[src/rtl/seg_scan_scheduler_if.sv]
// ---------------------------------------------------------------------------
// seg_scan_scheduler_if
//   Write/commit port of the 7-segment scan scheduler.
//
//   Handshake: a write transfers on a rising clock edge where wr_valid and
//   wr_ready are both 1. The master holds wr_index/wr_value stable while
//   wr_valid is high. wr_ready does not depend on wr_valid.
//   commit_req is a one-cycle pulse from the master. commit_done is a
//   one-cycle pulse from the slave, raised when the shadow values go live.
//
//   Signals:
//     wr_valid    master -> slave  write request
//     wr_ready    slave  -> master write can be accepted this cycle
//     wr_index    master -> slave  target digit, 0 = rightmost
//     wr_value    master -> slave  hex value 0x0..0xF
//     commit_req  master -> slave  publish request pulse
//     commit_done slave  -> master publish happened pulse
// ---------------------------------------------------------------------------
interface seg_scan_scheduler_if #(
    parameter int NUM_DIGITS = 4
) ();
    localparam int IDX_W = $clog2(NUM_DIGITS);

    logic             wr_valid;
    logic             wr_ready;
    logic [IDX_W-1:0] wr_index;
    logic [3:0]       wr_value;
    logic             commit_req;
    logic             commit_done;

    modport master (
        output wr_valid,
        output wr_index,
        output wr_value,
        output commit_req,
        input  wr_ready,
        input  commit_done
    );

    modport slave (
        input  wr_valid,
        input  wr_index,
        input  wr_value,
        input  commit_req,
        output wr_ready,
        output commit_done
    );
endinterface

[src/rtl/seg_scan_scheduler.sv]
// ---------------------------------------------------------------------------
// seg_scan_scheduler
//   Time-multiplexes one shared 7-segment bus across NUM_DIGITS digit
//   enables. Each digit slot lasts TICK_DIV cycles. The first BLANK_CYCLES
//   cycles of a slot are dark, so the previous digit's segments cannot ghost
//   onto the next digit. Digit values are written into a shadow array. A
//   commit request copies the shadow array into the displayed (active) array
//   at the next frame boundary. A frame boundary is the wrap from digit
//   NUM_DIGITS-1 to digit 0. If the display is stopped, the copy happens at
//   once. Because of this, a frame never shows a mix of old and new values.
//
//   Optional build macro: SEG_LEADING_ZERO_BLANK_EN
//     When defined, leading zero digits above digit 0 stay dark during
//     their slot. Slot timing does not change.
//
//   Ports:
//     clock      system clock, rising edge
//     reset      synchronous, active-high
//     run        1 = scan; 0 = dark, scan position held
//     wr_if      write/commit port (slave side of seg_scan_scheduler_if)
//     led        segments {g,f,e,d,c,b,a}, active-high, registered
//     digit_en   one-hot-or-zero digit select, registered
//     dbg_state  current scan FSM state (state_t encoding)
// ---------------------------------------------------------------------------
module seg_scan_scheduler #(
    parameter int NUM_DIGITS   = 4,
    parameter int TICK_DIV     = 27_000,
    parameter int BLANK_CYCLES = 270
) (
    input  logic                  clock,
    input  logic                  reset,
    input  logic                  run,
    seg_scan_scheduler_if.slave   wr_if,
    output logic [6:0]            led,
    output logic [NUM_DIGITS-1:0] digit_en,
    output logic [1:0]            dbg_state
);
    localparam int IDX_W = $clog2(NUM_DIGITS);
    localparam int CNT_W = $clog2(TICK_DIV);

    localparam logic [CNT_W-1:0] BLANK_LAST = CNT_W'(BLANK_CYCLES - 1);
    localparam logic [CNT_W-1:0] TICK_LAST  = CNT_W'(TICK_DIV - 1);
    localparam logic [IDX_W-1:0] IDX_LAST   = IDX_W'(NUM_DIGITS - 1);

    typedef enum logic [1:0] {
        S_OFF   = 2'd0,
        S_BLANK = 2'd1,
        S_SHOW  = 2'd2
    } state_t;

    state_t           state, state_d;
    logic [IDX_W-1:0] idx, idx_d;
    logic [CNT_W-1:0] slot_cnt, slot_cnt_d;
    logic             pending;
    logic             publish;
    logic             wr_accept;
    logic [3:0]       shadow [NUM_DIGITS];
    logic [3:0]       active [NUM_DIGITS];
    logic [NUM_DIGITS-1:0] lit_mask;
    logic [6:0]            led_d;
    logic [NUM_DIGITS-1:0] digit_en_d;

    function automatic logic [6:0] seg_decode(input logic [3:0] v);
        logic [6:0] s;
        case (v)
            4'h0: s = 7'h3F;
            4'h1: s = 7'h06;
            4'h2: s = 7'h5B;
            4'h3: s = 7'h4F;
            4'h4: s = 7'h66;
            4'h5: s = 7'h6D;
            4'h6: s = 7'h7D;
            4'h7: s = 7'h07;
            4'h8: s = 7'h7F;
            4'h9: s = 7'h6F;
            4'hA: s = 7'h77;
            4'hB: s = 7'h7C;
            4'hC: s = 7'h39;
            4'hD: s = 7'h5E;
            4'hE: s = 7'h79;
            default: s = 7'h71;
        endcase
        return s;
    endfunction

    // The port accepts writes only while no commit is pending. This
    // guarantees that the shadow array cannot change between the commit
    // request and the copy.
    assign wr_if.wr_ready = ~pending;
    assign wr_accept      = wr_if.wr_valid & ~pending;
    assign dbg_state      = state;

    // Digits that may light during their slot.
`ifdef SEG_LEADING_ZERO_BLANK_EN
    always_comb begin
        logic nz;
        nz       = 1'b0;
        lit_mask = '0;
        for (int i = NUM_DIGITS - 1; i >= 0; i--) begin
            nz          = nz | (active[i] != 4'h0);
            lit_mask[i] = nz | (i == 0);
        end
    end
`else
    always_comb begin
        lit_mask = '1;
    end
`endif

    // Scan FSM: next state, scan position and publish decision.
    always_comb begin
        state_d    = state;
        idx_d      = idx;
        slot_cnt_d = slot_cnt;
        publish    = 1'b0;
        case (state)
            S_OFF: begin
                slot_cnt_d = '0;
                // When the display is stopped, there is no frame to tear, so
                // the copy happens at once.
                publish    = pending;
                if (run) begin
                    state_d = S_BLANK;
                end
            end
            S_BLANK: begin
                if (!run) begin
                    state_d    = S_OFF;
                    slot_cnt_d = '0;
                end else begin
                    slot_cnt_d = slot_cnt + 1'b1;
                    if (slot_cnt == BLANK_LAST) begin
                        state_d = S_SHOW;
                    end
                end
            end
            S_SHOW: begin
                if (!run) begin
                    state_d    = S_OFF;
                    slot_cnt_d = '0;
                end else if (slot_cnt == TICK_LAST) begin
                    slot_cnt_d = '0;
                    state_d    = S_BLANK;
                    if (idx == IDX_LAST) begin
                        idx_d   = '0;
                        publish = pending;
                    end else begin
                        idx_d = idx + 1'b1;
                    end
                end else begin
                    slot_cnt_d = slot_cnt + 1'b1;
                end
            end
            default: begin
                state_d    = S_OFF;
                slot_cnt_d = '0;
            end
        endcase
    end

    // The outputs follow the state entered at this edge. A copy only happens
    // on a transition into S_OFF or S_BLANK, so the active array is already
    // stable whenever S_SHOW is entered or held.
    always_comb begin
        led_d      = '0;
        digit_en_d = '0;
        if (state_d == S_SHOW && lit_mask[idx_d]) begin
            led_d             = seg_decode(active[idx_d]);
            digit_en_d[idx_d] = 1'b1;
        end
    end

    always_ff @(posedge clock) begin
        if (reset) begin
            state             <= S_OFF;
            idx               <= '0;
            slot_cnt          <= '0;
            pending           <= 1'b0;
            led               <= '0;
            digit_en          <= '0;
            wr_if.commit_done <= 1'b0;
            for (int i = 0; i < NUM_DIGITS; i++) begin
                shadow[i] <= 4'h0;
                active[i] <= 4'h0;
            end
        end else begin
            state             <= state_d;
            idx               <= idx_d;
            slot_cnt          <= slot_cnt_d;
            led               <= led_d;
            digit_en          <= digit_en_d;
            wr_if.commit_done <= publish;

            // A request that arrives while a commit is pending is ignored.
            // This includes a request on the publishing edge itself.
            if (publish) begin
                pending <= 1'b0;
            end else if (wr_if.commit_req && !pending) begin
                pending <= 1'b1;
            end

            // A write is accepted only while pending=0, and a copy only
            // happens while pending=1, so the two never overlap.
            if (wr_accept && (int'(wr_if.wr_index) < NUM_DIGITS)) begin
                shadow[wr_if.wr_index] <= wr_if.wr_value;
            end

            if (publish) begin
                for (int i = 0; i < NUM_DIGITS; i++) begin
                    active[i] <= shadow[i];
                end
            end
        end
    end
endmodule

[src/flat_wrapper.sv]
// flat-port wrapper written by rule: the top's interface ports become plain ports
module seg_scan_scheduler_flat 
#(
    parameter int NUM_DIGITS   = 4,
    parameter int TICK_DIV     = 27_000,
    parameter int BLANK_CYCLES = 270
)
  (clock, reset, run, led, digit_en, dbg_state, wr_if_wr_valid, wr_if_wr_index, wr_if_wr_value, wr_if_commit_req, wr_if_wr_ready, wr_if_commit_done);
  seg_scan_scheduler_if #(.NUM_DIGITS(NUM_DIGITS)) wr_if_i ();
  input  logic clock;
  input  logic reset;
  input  logic run;
  output logic [6:0] led;
  output logic [NUM_DIGITS-1:0] digit_en;
  output logic [1:0] dbg_state;
  input wire logic [$bits(wr_if_i.wr_valid)-1:0] wr_if_wr_valid;
  input wire logic [$bits(wr_if_i.wr_index)-1:0] wr_if_wr_index;
  input wire logic [$bits(wr_if_i.wr_value)-1:0] wr_if_wr_value;
  input wire logic [$bits(wr_if_i.commit_req)-1:0] wr_if_commit_req;
  output wire logic [$bits(wr_if_i.wr_ready)-1:0] wr_if_wr_ready;
  output wire logic [$bits(wr_if_i.commit_done)-1:0] wr_if_commit_done;
  assign wr_if_i.wr_valid = wr_if_wr_valid;
  assign wr_if_i.wr_index = wr_if_wr_index;
  assign wr_if_i.wr_value = wr_if_wr_value;
  assign wr_if_i.commit_req = wr_if_commit_req;
  assign wr_if_wr_ready = wr_if_i.wr_ready;
  assign wr_if_commit_done = wr_if_i.commit_done;
  seg_scan_scheduler #(.NUM_DIGITS(NUM_DIGITS), .TICK_DIV(TICK_DIV), .BLANK_CYCLES(BLANK_CYCLES)) u_core (.clock(clock), .reset(reset), .run(run), .wr_if(wr_if_i), .led(led), .digit_en(digit_en), .dbg_state(dbg_state));
endmodule
[config.mk]
export PLATFORM = sky130hd
export DESIGN_NAME = seg_scan_scheduler_flat
export DESIGN_NICKNAME = d
export VERILOG_FILES = /design/src/rtl/seg_scan_scheduler_if.sv /design/src/rtl/seg_scan_scheduler.sv /design/src/flat_wrapper.sv
export SDC_FILE = /design/constraint.sdc
export NUM_CORES = 1
export LEC_CHECK = 0
export ABC_CLOCK_PERIOD_IN_PS = 5600
export BUFFER_PORTS_ARGS = -buffer_cell sky130_fd_sc_hd__buf_2
export CORE_MARGIN = 5
export CORE_UTILIZATION = 40
export CTS_CLUSTER_DIAMETER = 150
export CTS_CLUSTER_SIZE = 24
export DETAILED_ROUTE_END_ITERATION = 12
export GPL_TIMING_DRIVEN = 0
export PLACE_DENSITY = 0.63
export SYNTH_ARGS = -nofsm -noshare
export SYNTH_HDL_FRONTEND = slang
export SYNTH_SLANG_ARGS = --single-unit
[constraint.sdc]
create_clock -name clock -period 5.6 [get_ports clock]
set_input_delay 1.12 -clock clock [delete_from_list [all_inputs] [get_ports clock]]
set_output_delay 1.12 -clock clock [all_outputs]
set_load 0.01 [all_outputs]
# Yosys cells after proc, flatten, opt, wreduce, memory -nomap -nowiden
# Memories as Yosys holds them, arrays and structs flattened. A register that Yosys moved wholly into a read port is not among the register bits.
# Cells that the tools add are included.
dict set report totals {
  ff_bits 25
  ramBits 32
  mem_bits_ro 112
  inputBits 11
  out_inout_bits 15
  wordCells 71
  mem_count 3
}
# memory depth word_bits rd rd_clocked_by_memory_dff wr line_no
set memory_table {}
lappend memory_table {{(no name shown)} 16 7 1 1 0 seg_scan_scheduler.sv:65} ;# case (v)
lappend memory_table {u_core.active 4 4 1 0 4 seg_scan_scheduler.sv:58} ;# logic [3:0] active [NUM_DIGITS];
lappend memory_table {u_core.shadow 4 4 4 0 4 seg_scan_scheduler.sv:57} ;# logic [3:0] shadow [NUM_DIGITS];
dict set report classes {
  add_sub_neg 2
  order_cmp 2
  n_eq_ne 6
  mux 37
  bitwise 7
  reduce_logical 8
}
# operator n
set ops {}
lappend ops {{$mux W15} 3}
lappend ops {{$pmux W15 S2} 1}
lappend ops {{$mux W2} 10}
lappend ops {{$mux W4} 5}
lappend ops {{$add A15 B1 Y15 const B} 1}
lappend ops {{$eq A15 B15 Y1 const B} 1}
lappend ops {{$eq A15 B9 Y1 const B} 1}
lappend ops {{$mux W1} 14}
lappend ops {{$eq A2 B2 Y1 const B} 3}
lappend ops {{$pmux W2 S3} 1}
lappend ops {{$or A1 B1 Y1} 4}
lappend ops {{$reduce_or A2 Y1} 2}
lappend ops {{$reduce_or A4 Y1} 1}
lappend ops {{$logic_and A1 B1 Y1} 3}
lappend ops {{$lt A2 B3 Y1 const B} 1}
lappend ops {{$add A2 B1 Y2 const B} 1}
lappend ops {{$bmux W1 S2} 1}
lappend ops {{$demux W1 S2} 1}
lappend ops {{$eq A2 B1 Y1 const B} 1}
lappend ops {{$ge A2 B1 Y1 const B} 1}
lappend ops {{$logic_not A2 Y1} 1}
lappend ops {{$not A1 Y1} 2}
lappend ops {{$pmux W1 S2} 1}
lappend ops {{$and A1 B1 Y1} 1}
lappend ops {{$logic_not A1 Y1} 1}

# Depth between registers and ports, before layout
dict set report logic_depth {
  ltp_word 10
  mapped_depth 13
  ltp_nobuf 12
}

# Worst setup path after synthesis
# OpenSTA, ideal clock, no wires.
dict set report synth_timing {
  path_kind {input-to-reg}
  from {in run}
  to {reg u_core.led[6]}
  setup_ns 0.086
  arrival_time_ns 3.394
  t_required_ns 5.514
  setup_slack_ns 2.120
  cell_stages 9
  n_path_buf 0
  cell_sequence {nand4b_1 nor4_4 mux2i_1 inv_1 mux2i_2 inv_1 ha_1 mux2_4 a221oi_2}
}
dict set report synth_via {
  elab_chain_len 7
  word_cells_on_any_way 13
  classes_between {1 x eq/ne; 8 x mux; 1 x bitwise; 2 x reduce/logical; 1 x memory}
}
# element line_no
set synth_lines {}
lappend synth_lines {{start: declaration} flat_wrapper.sv:12} ;# input logic run;
lappend synth_lines {{$mux W2} seg_scan_scheduler.sv:138} ;# if (!run) begin
lappend synth_lines {{$mux W2} seg_scan_scheduler.sv:116} ;# case (state)
lappend synth_lines {{$bmux W1 S2} seg_scan_scheduler.sv:167} ;# if (state_d == S_SHOW && lit_mask[idx_d]) begin
lappend synth_lines {{$mux W1 (not written as such)} seg_scan_scheduler.sv:167}
lappend synth_lines {{$logic_and A1 B1 Y1} seg_scan_scheduler.sv:167}
lappend synth_lines {{$not A1 Y1 (no source line)} -}
lappend synth_lines {{$reduce_or A2 Y1 (no source line)} -}
lappend synth_lines {{end: declaration} seg_scan_scheduler.sv:34} ;# output logic [6:0] led,
# Several ways; a longest one is shown, not always the timed one. The select of a mux whose other input is x is not followed.
# A chain may end at the register's enable or synchronous reset.

# Worst setup path in the final report
# Ends and elaborated chain as after synthesis.

==> results.md <==
* Status: complete, no violations
* Setup Buffers After CTS at 0
* Slew @ Worst Pin at 0.567 ns
* Vias in the first global route at 1995
* Largest family of logic cells by synthesized area: simple AND/OR/NAND/NOR gates
* Number of synthesized flops with an enable pin at 32
* Final Hold Viols at 0
* Max cap viols at 0
* CP cell instances: buf_2 > nand4b_1 > nor4_4 > mux2i_1 > inv_1 > mux2i_1 > inv_1 > ha_1 > mux2_4 > a221oi_2
* Total GRT Usage at between 10% and 20%
* Max Freq at 267 MHz
* Area leader, netlist: edfxtp_1
* Root buf cell: clkbuf_8
* Synth Cell Area at 2990 um^2
* Clock sinks at 64
* R2R Path End: u_core.led[6]$_SDFF_PP0_
* Post-synthesis simple-gate area fraction at 21.8%
* Worst hold path type: reg -> reg
* Post-Synth Adder-Cell Area at under 10%
* Max VDD drop at 152 uV
* Final Instance Count excl. Fillers at 411
* Met3 wire length at 224 um
* Setup crit end kind: flop
* Reg power frac at between 50% and 60%
* Wire length per cell at 12.7 um
* Skew final at 0.0119 ns
* Initial antenna violation count at 0
* Die area at approximately 9300 um^2
* Clock transition at path regs at ~0.07 ns
* Synth Area in XOR/XNOR at 3.80%
* Critical Path End: u_core.led[6]$_SDFF_PP0_
* Comb pwr share at 6.4%
* Post-CTS Hold Fix Bufs at 0
* Max layer used: met4
* Switch share at between 20% and 30%
* FFs w/ async S/R, synth at 0%
* CP top delay family: multiplexers
* Antenna-violating nets left at 0
* Vias per cell at 4.79
* Final min period at 3.75 ns
* Vias at roughly 2000
* Initial Utilization at between 40% and 50%
* TNS Setup at 0 ns
* # DRC at 0
* Core area at 7250 um^2
* Mux share of post-synthesis cell area at under 10%
* Worst Setup SP: run
* Slew Viols, Final at 0
* Routed wire length at 5230 um
* Post-CTS Resized at 0
* I/O pins at 26
* Synth cell types at 46
* R2R cell count at 9
* CP startpoint kind: input port
* Most area-consuming cells after synthesis: edfxtp_1, dfxtp_1, and2_1
* Post-synthesis sequential area ratio at 53.5%
* Input/output buffers at 24
* Worst EP required at 5.86 ns
* R2r startpoint: u_core.slot_cnt[7]$_SDFF_PP0_
* Gr ovfl total at 0
* Critical path's slowest cell: mux2i_1
* Clock Power Share at 41.5%
* Metal2 WL at around 2500 um
* Bufs and invs on worst path at 3
* Die Span X at 96.5 um
* Commonest cells after routing, fill and taps aside: and2_1, edfxtp_1, dfxtp_1, nor2_1, buf_2
* Max clock buf depth at 2
* Ant diodes at 0
* M1 wire length at around 2400 um
* Post-synthesis compound-gate area fraction at under 10%
* CTS Buf Count at 9
* P_sw at 0.232 mW
* Slew HR at 61.1%
* Seq cells post-synth at 64
* DP HPWL at 3820 um
* CP max FO at 8
* Row cnt at 31
* Placed Cells at ~400
* Post-synth top flop: edfxtp_1
* Layout overhead on the synthesized area at 15.3%
* Internal at roughly 0.75 mW
* Leak pwr at 1.39 nW
* DRT Pass-1 Iters at 4
* Pwr/cell area at about 290 nW/um^2
* Cell count along the critical path at 10
* Syn Inst Count at 271
* Mapped Avg Cell Area at 11.0 um^2
* Critical path arrival at between 4 and 5 ns
* GPL Wtd Cong at between 0.8 and 0.9
* Yosys warns at 0
* RSZ-0062 raised after global routing: no
* CP peak stage delay at 0.57 ns
* Post-synth top area share at 32.1%
* # nets final at 332
* Largest net degree at the start of global routing at 13
* Synthesized Nets at 296
* Global-route wire length before repair at 9110 um
* Class of the most critical setup path: in -> reg
* Iter 0 DRT Violations at 57
* Layout cells sized above 1 at about 18%
* Worst-Skew Late Latency at between 0.3 and 0.4 ns
* CTS H-Tree Depth at 3
* CTS tree: done
* Die height at slightly below 100 um
* Final Cycle Share at 66.9%
* Final Setup Violations at 0
* Reg2Reg Setup Slack at 1.90 ns
[cells by family after synthesis]
| logic type | Yosys count |
|---|---|
| buf+inv | 19 |
| compound gates | 26 |
| fa+ha+maj | 14 |
| xor+xnor | 13 |
| simple gates | 119 |
| mux | 16 |
| flops | 64 |
[power by group through the flow]
stage               clock network (mW)  logic (mW)  registers (mW)
CTS                              0.420      0.0632           0.514
detailed placement                   0      0.0626           0.524
finish                           0.409      0.0626           0.513
floorplan                            0      0.0438           0.524
global route                     0.442      0.0706           0.516
global placement                     0      0.0600           0.524
[per-stage QoR]
| step | total power, mW | instance area (um^2) | util, % | setup WS, ns | hold slack [ns] |
|---|---|---|---|---|---|
| 5_1_grt | 1.03 | 3450 | 47.6 | 1.54 | 0.522 |
| 4_1_cts | 0.997 | 3450 | 47.6 | 1.84 | 0.478 |
| 3_5_place_dp | 0.587 | 3240 | 44.7 | 1.53 | 0.462 |
| 3_3_place_gp | 0.584 | 3240 | 44.6 | 1.56 | 0.457 |
| 2_1_floorplan | 0.568 | 2990 | - | 2.12 | 0.438 |
| 6_report | 0.985 | 3450 | 47.6 | 1.85 | 0.471 |
[worst reg2reg max path, stage by stage (launching register included)]
cell and delay [ns]:
dfxtp_1 0.37, or4b_4 0.57, nor4_4 0.43, mux2i_1 0.57, inv_1 0.23, mux2i_1 0.43, inv_1 0.24, ha_1 0.26
mux2_4 0.27, a221oi_2 0.25
[state kept, by name, indices dropped and copies added (netlist names)]
signal                    cells
u_core.digit_en               4
u_core.pending                1
u_core.active                16
u_core.idx                    2
u_core.wr_if.commit_done      1
u_core.led                    7
u_core.slot_cnt              15
u_core.shadow                16
u_core.dbg_state              2
[layer usage]
| metal | track usage [%] | up-vias |
|---|---|---|
| li1 | - | 1023 |
| met1 | 15.5 | 911 |
| met2 | 21.7 | 24 |
| met3 | 3.41 | 11 |
| met4 | 7.36 | 0 |
| met5 | 0 | - |
[layout make-up]
class                           count  area, um^2
Sequential cell                    64        1600
Fill cell                         696        3800
Clock buffer                       10         138
Multi-Input combinational cell    188        1310
Inverter                           12        45.0
Buffer                              7        37.5
Tap cell                           99         124
Clock inverter                      6        67.6
Timing Repair Buffer               25         128
[synth_stat cells (6+ instances only)]
library cell  number
edfxtp_1          32
nand2_1           11
nor2_1            30
mux2i_1           11
and2_1            32
ha_1              14
inv_1             12
nand3_1            6
dfxtp_1           32
xor2_1            10
nor3_1            12
nand4_1            7
[worst min path at each step]
stage,depth (start not counted),end,slack (ns),from
6_report,2,u_core.pending$_SDFFE_PP0P_,0.47,u_core.pending$_SDFFE_PP0P_
5_1_grt,2,u_core.pending$_SDFFE_PP0P_,0.52,u_core.pending$_SDFFE_PP0P_
4_1_cts,2,u_core.pending$_SDFFE_PP0P_,0.48,u_core.pending$_SDFFE_PP0P_
3_5_place_dp,2,u_core.pending$_SDFFE_PP0P_,0.46,u_core.pending$_SDFFE_PP0P_
3_3_place_gp,2,u_core.pending$_SDFFE_PP0P_,0.46,u_core.pending$_SDFFE_PP0P_
2_1_floorplan,2,u_core.pending$_SDFFE_PP0P_,0.44,u_core.pending$_SDFFE_PP0P_
Note: power is estimated with default switching activity, not from simulation.
